===== src/rtl/bru_pkg.sv =====
// Shared types for the branch resolve unit: the prediction record held between fetch and EX.
package bru_pkg;
  localparam int BRU_DATA_WIDTH = 32;
  localparam int BRU_PC_STEP    = 4;

  typedef struct packed {
    logic [BRU_DATA_WIDTH-1:0] pc;
    logic                      taken;
    logic [BRU_DATA_WIDTH-1:0] target;
  } bru_pred_t;
endpackage


===== src/rtl/bru_pred_fifo.sv =====
// In-order prediction queue with wrap-bit pointers. Clear retires the head and drops every younger entry.
module bru_pred_fifo #(
  parameter int  DEPTH = 4,
  parameter type T     = logic
) (
  input  logic clk,
  input  logic rst_n,
  input  logic i_push,
  input  T     i_data,
  input  logic i_pop,
  input  logic i_clear,
  output T     o_head,
  output logic o_full,
  output logic o_empty
);
  localparam int AW = $clog2(DEPTH);

  logic [AW:0] r_wr_ptr;
  logic [AW:0] r_rd_ptr;
  T            r_mem [DEPTH];
  logic        w_do_push;
  logic        w_do_pop;
  logic [AW:0] w_rd_inc;

  assign o_empty   = (r_wr_ptr == r_rd_ptr);
  assign o_full    = (r_wr_ptr == {~r_rd_ptr[AW], r_rd_ptr[AW-1:0]});
  assign o_head    = r_mem[r_rd_ptr[AW-1:0]];
  assign w_do_push = i_push && !o_full && !i_clear;
  assign w_do_pop  = (i_pop || i_clear) && !o_empty;
  assign w_rd_inc  = r_rd_ptr + (AW+1)'(1);

  always_ff @(posedge clk or negedge rst_n) begin
    if (!rst_n) begin
      r_wr_ptr <= '0;
      r_rd_ptr <= '0;
    end else if (i_clear && !o_empty) begin
      // Head is consumed and everything behind it is wrong-path.
      r_rd_ptr <= w_rd_inc;
      r_wr_ptr <= w_rd_inc;
    end else begin
      if (w_do_push) r_wr_ptr <= r_wr_ptr + (AW+1)'(1);
      if (w_do_pop)  r_rd_ptr <= w_rd_inc;
    end
  end

  always_ff @(posedge clk) begin
    if (w_do_push) r_mem[r_wr_ptr[AW-1:0]] <= i_data;
  end
endmodule


===== src/rtl/branch_resolve_unit.sv =====
// Compares each resolved branch with its queued fetch-time prediction and issues redirect/flush.
// Optional BRU_STATS_EN adds saturating branch and mispredict counters.
module branch_resolve_unit
  import bru_pkg::*;
#(
  parameter int DATA_WIDTH = BRU_DATA_WIDTH,
  parameter int DEPTH      = 4
) (
  input  logic                  clk,
  input  logic                  rst_n,
  input  logic                  pred_valid,
  output logic                  pred_ready,
  input  logic [DATA_WIDTH-1:0] pred_pc,
  input  logic                  pred_taken,
  input  logic [DATA_WIDTH-1:0] pred_target,
  input  logic                  res_valid,
  input  logic                  res_taken,
  input  logic [DATA_WIDTH-1:0] res_target,
  output logic                  redirect_valid,
  output logic [DATA_WIDTH-1:0] redirect_pc,
  output logic                  flush,
  output logic                  underflow_err
`ifdef BRU_STATS_EN
  ,
  output logic [31:0]           stat_branches,
  output logic [31:0]           stat_mispredicts
`endif
);
  bru_pred_t             w_push_data;
  bru_pred_t             w_head;
  logic                  w_full;
  logic                  w_empty;
  logic                  w_resolve;
  logic                  w_mispredict;
  logic [DATA_WIDTH-1:0] w_fix_pc;

  logic                  r_redirect_valid;
  logic                  r_flush;
  logic [DATA_WIDTH-1:0] r_redirect_pc;
  logic                  r_underflow;

  assign w_push_data = '{pc: pred_pc, taken: pred_taken, target: pred_target};

  bru_pred_fifo #(.DEPTH(DEPTH), .T(bru_pred_t)) u_fifo (
    .clk     (clk),
    .rst_n   (rst_n),
    .i_push  (pred_valid && pred_ready),
    .i_data  (w_push_data),
    .i_pop   (w_resolve),
    .i_clear (w_mispredict),
    .o_head  (w_head),
    .o_full  (w_full),
    .o_empty (w_empty)
  );

  assign pred_ready   = !w_full;
  assign w_resolve    = res_valid && !w_empty;
  assign w_mispredict = w_resolve &&
                        ((w_head.taken != res_taken) ||
                         (w_head.taken && res_taken && (w_head.target != res_target)));
  assign w_fix_pc     = res_taken ? res_target : (w_head.pc + DATA_WIDTH'(BRU_PC_STEP));

  always_ff @(posedge clk or negedge rst_n) begin
    if (!rst_n) begin
      r_redirect_valid <= 1'b0;
      r_flush          <= 1'b0;
      r_redirect_pc    <= '0;
      r_underflow      <= 1'b0;
    end else begin
      r_redirect_valid <= w_mispredict;
      r_flush          <= w_mispredict;
      if (w_mispredict)          r_redirect_pc <= w_fix_pc;
      if (res_valid && w_empty)  r_underflow   <= 1'b1;
    end
  end

  assign redirect_valid = r_redirect_valid;
  assign flush          = r_flush;
  assign redirect_pc    = r_redirect_pc;
  assign underflow_err  = r_underflow;

`ifdef BRU_STATS_EN
  logic [31:0] r_stat_branches;
  logic [31:0] r_stat_mispredicts;

  always_ff @(posedge clk or negedge rst_n) begin
    if (!rst_n) begin
      r_stat_branches    <= '0;
      r_stat_mispredicts <= '0;
    end else begin
      if (w_resolve && (r_stat_branches != '1))       r_stat_branches    <= r_stat_branches + 32'd1;
      if (w_mispredict && (r_stat_mispredicts != '1)) r_stat_mispredicts <= r_stat_mispredicts + 32'd1;
    end
  end

  assign stat_branches    = r_stat_branches;
  assign stat_mispredicts = r_stat_mispredicts;
`endif
endmodule


===== config.mk =====
export PLATFORM = sky130hd
export DESIGN_NAME = branch_resolve_unit
export DESIGN_NICKNAME = d
export VERILOG_FILES = /design/src/rtl/bru_pkg.sv /design/src/rtl/bru_pred_fifo.sv /design/src/rtl/branch_resolve_unit.sv
export SDC_FILE = /design/constraint.sdc
export NUM_CORES = 1
export LEC_CHECK = 0
export ABC_AREA = 1
export CORE_UTILIZATION = 25
export CTS_BUF_LIST = sky130_fd_sc_hd__clkbuf_16
export DETAILED_ROUTE_END_ITERATION = 16
export HOLD_SLACK_MARGIN = 0.12
export PLACE_DENSITY = 0.42
export SYNTH_ARGS = -nofsm -noshare
export SYNTH_HDL_FRONTEND = slang
export SYNTH_HIERARCHICAL = 1
export SYNTH_SLANG_ARGS = --single-unit

===== constraint.sdc =====
create_clock -name clk -period 15.5 [get_ports clk]
set_input_delay 1.55 -clock clk [delete_from_list [all_inputs] [get_ports clk]]
set_output_delay 1.55 -clock clk [all_outputs]
set_load 0.1 [all_outputs]

==> flow_summary.ini, run 1 <==
[outcome]
status = complete, no violations

[layout]
nets = 1419
n_antenna_cell = 0
register_area_mm2 = 0.00881
multi_input_area_mm2 = 0.00384
instances_no_fill = 2016
drive_above_1_share_pct = 8.23
final_core_util_pct = 31.6
fin_area_mm2 = 0.0163
num-fill-cells = 5291
area_growth_pct = 24.4

[min_path]
holdPathStages = 1
min_path_type = flip-flop to flip-flop

[setup_path]
critPathRequiredTime_ns = 15.64
cp_data_arrival_time_ns = 6.77
setup.worst_path.end = u_fifo/r_mem[0][3]
reg2reg_depth = 18
regToRegEndpoint = u_fifo/r_mem[0][3]
r2r_start = u_fifo/r_rd_ptr[1]
rrSetupSlack_ns = 8.87
cp-startpoint = u_fifo/r_rd_ptr[1]
worst-setup-path-type = flip-flop to flip-flop
startpoint_type = flip-flop
crit_path_end_kind = flip-flop
crit_path_max_fanout = 35

[detailed_routing]
drt-total-wl_mm = 39.6
vias = 9103
post_drt_wl_per_cell_um = 19.6
routed_via_density = 4.52
ant_nets = 0
drc = 0
drtIter0Drc = 760
drtPass1Iterations = 5

[clock_tree]
cts_resized = 0
worstSkewPairLatency_ns = 0.53
postCtsSetupRepairBufs = 0
cts.sinks = 300
cts.htree.levels = 2
cts_tree = done
max-clock-path-buffers = 3
path_clk_slew_ns = 0.06
numCtsBuffers = 35
cts-root-buf = clkbuf_16
cts_hold_buffers = 0

[global_routing]
grt_pass1_wl_mm = 59.1
grt_start_max_net_pins = 81
antenna_found_initial = 0
first_global_vias = 9032
grt.total_usage_pct = 15.0
grt_remaining_overflow = 0

[logic_synthesis]
synth_top_cell_by_area = edfxtp_1
synth.cell_area_mm2 = 0.0131
synth-async-reset-ratio_pct = 13.3
synth.top_cell.area_share_pct = 59.6
synth_ff_type = edfxtp_1
postSynthAreaPerCell_um2 = 11.1
ys_warn_count = 6
yosys.cell_types.count = 38
synth_fp_nets = 1291
synth-edff-count = 260
synth_area_leaders = edfxtp_1, dfrtp_1, nand2_1
synth-seq-area-share_pct = 67.3
ys_seq_elements = 300
synth_cells = 1182

[placement]
place_area_mm2 = 0.0151
dp.cells = 1953
gp_congestion = 0.851
port_buffers = 137
hpwlAfterDp_mm = 26.6

[flow_run]
drv_cap = 0

[sta]
slew_headroom_pct = 25.1
period_needed_ns = 6.63
finalHoldViolCount = 0
skew_ns = 0.0214
drv_slew = 0
max_freq_mhz = 151
setup_tns_ns = 0
final-setup-viol-count = 0
worst_pin_slew_ns = 1.12
rsz0062_at_grt = no
fin_crit_sh_pct = 42.8

[floorplanning]
initial_core_util_pct = 25.4
fp.dieW_um = 231
floorplan.rows = 83
io_pins = 138
dieArea_mm2 = 0.0533
core-area_mm2 = 0.0515
die_h_um = 231

[power]
vdd_drop_max_v = 0.000108
powerDensity_mw_per_mm2 = 218
leakagePower_nw = 5.80
==> worst max-delay path, cell delays in order (launching register included) <==
cell	delay, ns
dfrtp_2	0.62
inv_2	0.58
buf_4	0.55
o21ai_0	0.17
o22ai_1	0.27
xnor2_1	0.16
nand2_1	0.08
nor2_1	0.10
nand2_1	0.08
nor2_1	0.27
nand2_1	0.09
nand2_1	0.08
nand2_2	0.42
nand2_4	0.53
inv_1	0.26
nor2_1	0.23
nand2_4	0.14
nor2_4	0.84
buf_4	0.61
==> cells in the final DEF (no fill, tap or decap), types with 12 or more instances in the layout <==
cell and n:
buf_4 12, clkbuf_16 37, clkdlybuf4s50_1 136, dfrtp_1 38, edfxtp_1 260, inv_1 47
nand2_1 236, nand3_1 45, nor2_1 175, o21ai_0 122, o21ai_1 31, o22ai_1 65
xnor2_1 36
==> worst min-delay path by stage <==
| stage | startpoint | to | slack (ns) |
|---|---|---|---|
| 2_1_floorplan | u_fifo/r_wr_ptr[1] | u_fifo/r_wr_ptr[1] | 0.51 |
| 5_1_grt | underflow_err | underflow_err | 0.50 |
| 6_report | underflow_err | underflow_err | 0.45 |
| 4_1_cts | underflow_err | underflow_err | 0.46 |
| 3_3_place_gp | underflow_err | underflow_err | 0.45 |
| 3_5_place_dp | underflow_err | underflow_err | 0.45 |
==> cell usage after synthesis (8+ instances only) <==
master	n
edfxtp_1	260
nand2_1	236
nor2_1	179
o21ai_0	122
o22ai_1	65
nand3_1	45
dfrtp_1	40
inv_1	38
xnor2_1	36
o21ai_1	31
clkbuf_1	27
buf_2	23
inv_2	9
nand2_2	9
nand2_4	8
==> sequential cells by signal, indices dropped and copies added (netlist names) <==
| register | cells |
|---|---|
| u_fifo/r_wr_ptr | 3 |
| u_fifo/r_mem | 260 |
| underflow_err | 1 |
| u_fifo/r_rd_ptr | 3 |
| flush | 1 |
| redirect_pc | 32 |
==> report_power, final <==
part	switching [W]	internal (W)	total [W]
Sequential	0.0000924	0.00109	0.00118
Clock	0.000322	0.000497	0.000819
Combinational	0.00115	0.000400	0.00155
==> metrics by stage <==
| step | total power [W] | setup WS [ns] | hold slack, ns |
|---|---|---|---|
| 4_1_cts | 0.00359 | 8.79 | 0.462 |
| 2_1_floorplan | 0.00228 | 9.49 | 0.514 |
| 6_report | 0.00355 | 8.87 | 0.454 |
| 3_5_place_dp | 0.00276 | 8.80 | 0.448 |
| 3_3_place_gp | 0.00276 | 8.86 | 0.449 |
| 5_1_grt | 0.00375 | 8.35 | 0.496 |
==> per-layer routing <==
metal / part of all wire, % / GRT usage [%] / up-vias
met5: 0 / 0 / -
met4: 1.8 / 3.77 / 0
met3: 5.2 / 2.67 / 47
met2: 45 / 23.1 / 242
met1: 48 / 21.5 / 4445
li1: - / - / 4369
==> cell families (layout without fill, tap and decap cells) <==
group                      after synthesis  count (layout)  share of synthesized area [%]
muxes                                    1               1                         0.0764
and+or+nand+nor                        499             499                           16.2
xor gates and xnor gates                42              42                           2.81
AOI/OAI and AO/OA                      226             226                           9.38
DFF                                    300             300                           67.3
buffers and inverters                  107             261                           3.62
adders and majority gates                7               7                          0.669
==> final cells by class <==
| type | count | share of cell area, % |
|---|---|---|
| sequential | 300 | 54.1 |
| inverter | 49 | 1.14 |
| tap | 680 | 5.22 |
| multi-input combinational | 775 | 23.6 |
| clock buffer | 37 | 5.68 |
| timing repair buffer | 149 | 8.94 |
| clock inverter | 26 | 1.34 |
(Power assumes the default switching activity.)
==> run 2: changes to the inputs <==
--- a/config.mk
+++ b/config.mk
@@ -10,7 +10,7 @@
 export CTS_BUF_LIST = sky130_fd_sc_hd__clkbuf_16
 export DETAILED_ROUTE_END_ITERATION = 16
 export HOLD_SLACK_MARGIN = 0.12
-export PLACE_DENSITY = 0.42
+export PLACE_DENSITY = 0.43
 export SYNTH_ARGS = -nofsm -noshare
 export SYNTH_HDL_FRONTEND = slang
 export SYNTH_HIERARCHICAL = 1
==> constraint.sdc (replaced) <==
create_clock -name clk -period 5.4 [get_ports clk]
set_input_delay 0.54 -clock clk [delete_from_list [all_inputs] [get_ports clk]]
set_output_delay 0.54 -clock clk [all_outputs]
set_load 0.1 [all_outputs]
==> run 2 against run 1 <==
Against the previous run:
- setup slack worse by 7.7 ns
- largest cell class unchanged
- first-iteration DRC count down 4.5%
- via count down 0.63%
- sequential power rose to 2.8 times the previous value
- wire length down 0.81%
- cell count up 0.64%
- clock-buffer cell count up 1
- critical path depth down 1
- sequential share of layout area down 0.35 points
- clock power rose to 2.9 times the previous value
==> flow_summary.ini, run 2 (same netlist as run 1, synthesis figures left out) <==
[outcome]
status = complete, no violations

[power]
internal_power_w = 0.00573
p_comb_share_pct = 44.4
seq_power_share_pct = 32.6
powerDensity_mw_per_mm2 = 624
switching_power_w = 0.00450
swShare_pct = 44.0
pwr-share-clk_pct = 23.1
vdd_drop_max_v = 0.000348
leakagePower_nw = 5.88

[setup_path]
max_stage_delay_ns = 0.61
cpMaxStageDelayCell = dfrtp_4
cp_num_buf_inv = 3
path_cells = inv_4 -> o21ai_0 -> o22ai_1 -> xnor2_1 -> nand2_1 -> nor2_1 -> nand2_1 -> nor2_1 -> nand2_1 -> nand2_1 -> nand2_2 -> nand2_4 -> inv_1 -> nor2_1 -> nand2_4 -> nor2_4 -> buf_4
startpoint_type = flip-flop
cp_data_arrival_time_ns = 4.35
crit_path_max_fanout = 68
crit_path_end_kind = flip-flop
crit_top_cell = nand2_1
worst-setup-path-type = flip-flop to flip-flop
critPathTopFamily = simple AND/OR/NAND/NOR gates
critPathRequiredTime_ns = 5.56

[sta]
setup_tns_ns = 0
slew_headroom_pct = 31.6
skew_ns = 0.0283
max_freq_mhz = 239
hold_ws_ns = 0.467
final-setup-viol-count = 0
drv_slew = 0
rsz0062_at_grt = no
finalHoldViolCount = 0
worst_pin_slew_ns = 1.02
fin_crit_sh_pct = 77.5
period_needed_ns = 4.18

[clock_tree]
cts.sinks = 300
cts_tree = done
cts.htree.levels = 2
numCtsBuffers = 37
worstSkewPairLatency_ns = 0.55
cts_hold_buffers = 1
cts-root-buf = clkbuf_16
max-clock-path-buffers = 3
postCtsSetupRepairBufs = 0
path_clk_slew_ns = 0.06
cts_resized = 0

[floorplanning]
dieArea_mm2 = 0.0533
initial_core_util_pct = 25.4
core-area_mm2 = 0.0515
io_pins = 138
fp.dieW_um = 231
floorplan.rows = 83
die_h_um = 231

[layout]
area_growth_pct = 25.2
largest_reg_flops = 260
nets = 1432
drive_above_1_share_pct = 8.82
final_common_cell = edfxtp_1
mostFrequentLayoutCells = edfxtp_1, nand2_1, nor2_1
num-fill-cells = 5293
final_core_util_pct = 31.8
fin_area_mm2 = 0.0164
instances_no_fill = 2029
n_antenna_cell = 0

[flow_run]
drv_cap = 0

[detailed_routing]
post_drt_wl_per_cell_um = 19.4
ant_nets = 0
drc = 0
drtPass1Iterations = 5
drtIter0Drc = 726
routed_via_density = 4.46
drt-total-wl_mm = 39.3
vias = 9046

[global_routing]
grt_remaining_overflow = 0
grt_start_max_net_pins = 69
first_global_vias = 9019
grt.total_usage_pct = 14.8
grt_pass1_wl_mm = 58.3
antenna_found_initial = 0

[placement]
port_buffers = 137
hpwlAfterDp_mm = 26.4
gp_congestion = 0.842
place_area_mm2 = 0.0152
dp.cells = 1963

[min_path]
min_path_type = flip-flop to flip-flop
## run 2: cell count changes in the layout (fill, tap and decap cells not counted), sizes merged
cell | previous run | this run
clkbuf | 37 | 38
buf | 13 | 23
dlygate4sd3 | 0 | 1
bufinv | 4 | 3
clkinv | 11 | 12
clkinvlp | 3 | 1
inv | 57 | 60
## run 2: stage by stage
step / power (W) / setup slack (ns)
4_1_cts: 0.0104 / 1.14
3_3_place_gp: 0.00797 / 1.20
3_5_place_dp: 0.00799 / 1.16
6_report: 0.0102 / 1.22
5_1_grt: 0.0108 / 0.834
2_1_floorplan: 0.00655 / -0.223
## run 2: routing by layer
| metal | wire length [µm] | global-route usage (%) | part of all wire [%] |
|---|---|---|---|
| met3 | 2110 | 2.57 | 5.4 |
| met2 | 17800 | 23.4 | 45 |
| met5 | 0 | 0 | 0 |
| met1 | 18400 | 20.5 | 47 |
| met4 | 1010 | 5.07 | 2.6 |
## run 2: final timing paths
path / start / endpoint / slack [ns] / cells after the start
min reg2reg: redirect_pc[4] / redirect_pc[4] / 0.47 / 2
max in group asynchronous: rst_n / redirect_pc[27] / 4.34 / 3
max: u_fifo/r_rd_ptr[0] / u_fifo/r_mem[2][31] / 1.22 / 17
min in group asynchronous: rst_n / u_fifo/r_rd_ptr[0] / 0.62 / 3
min: redirect_pc[4] / redirect_pc[4] / 0.47 / 2
max reg2reg: u_fifo/r_rd_ptr[0] / u_fifo/r_mem[2][31] / 1.22 / 17
## run 2: power groups by stage
| stage | clock network [W] | logic (W) | registers, W |
|---|---|---|---|
| finish | 0.00236 | 0.00454 | 0.00333 |
| floorplan | 0 | 0.00238 | 0.00417 |
| global route | 0.00250 | 0.00495 | 0.00339 |
| CTS | 0.00243 | 0.00462 | 0.00334 |
| global placement | 0 | 0.00458 | 0.00339 |
| detailed placement | 0 | 0.00461 | 0.00338 |
## run 2: cell type report
type | count | area [µm²] | share of cell area [%]
Clock buffer | 38 | 951 | 5.80
Tap cell | 680 | 851 | 5.19
Clock inverter | 27 | 201 | 1.23
Sequential cell | 300 | 8810 | 53.7
Multi-Input combinational cell | 775 | 3840 | 23.4
Timing Repair Buffer | 160 | 1550 | 9.48
Inverter | 49 | 186 | 1.14
## run 2: worst reg2reg max path: cells and delay by family, from the launching register on
family / cells / cell delay [ns]
flip-flops: 1 / 0.61
buffers and inverters: 3 / 1.22
AND/OR/NAND/NOR: 11 / 1.30
AO/OA/AOI/OAI: 2 / 0.47
XOR/XNOR: 1 / 0.16
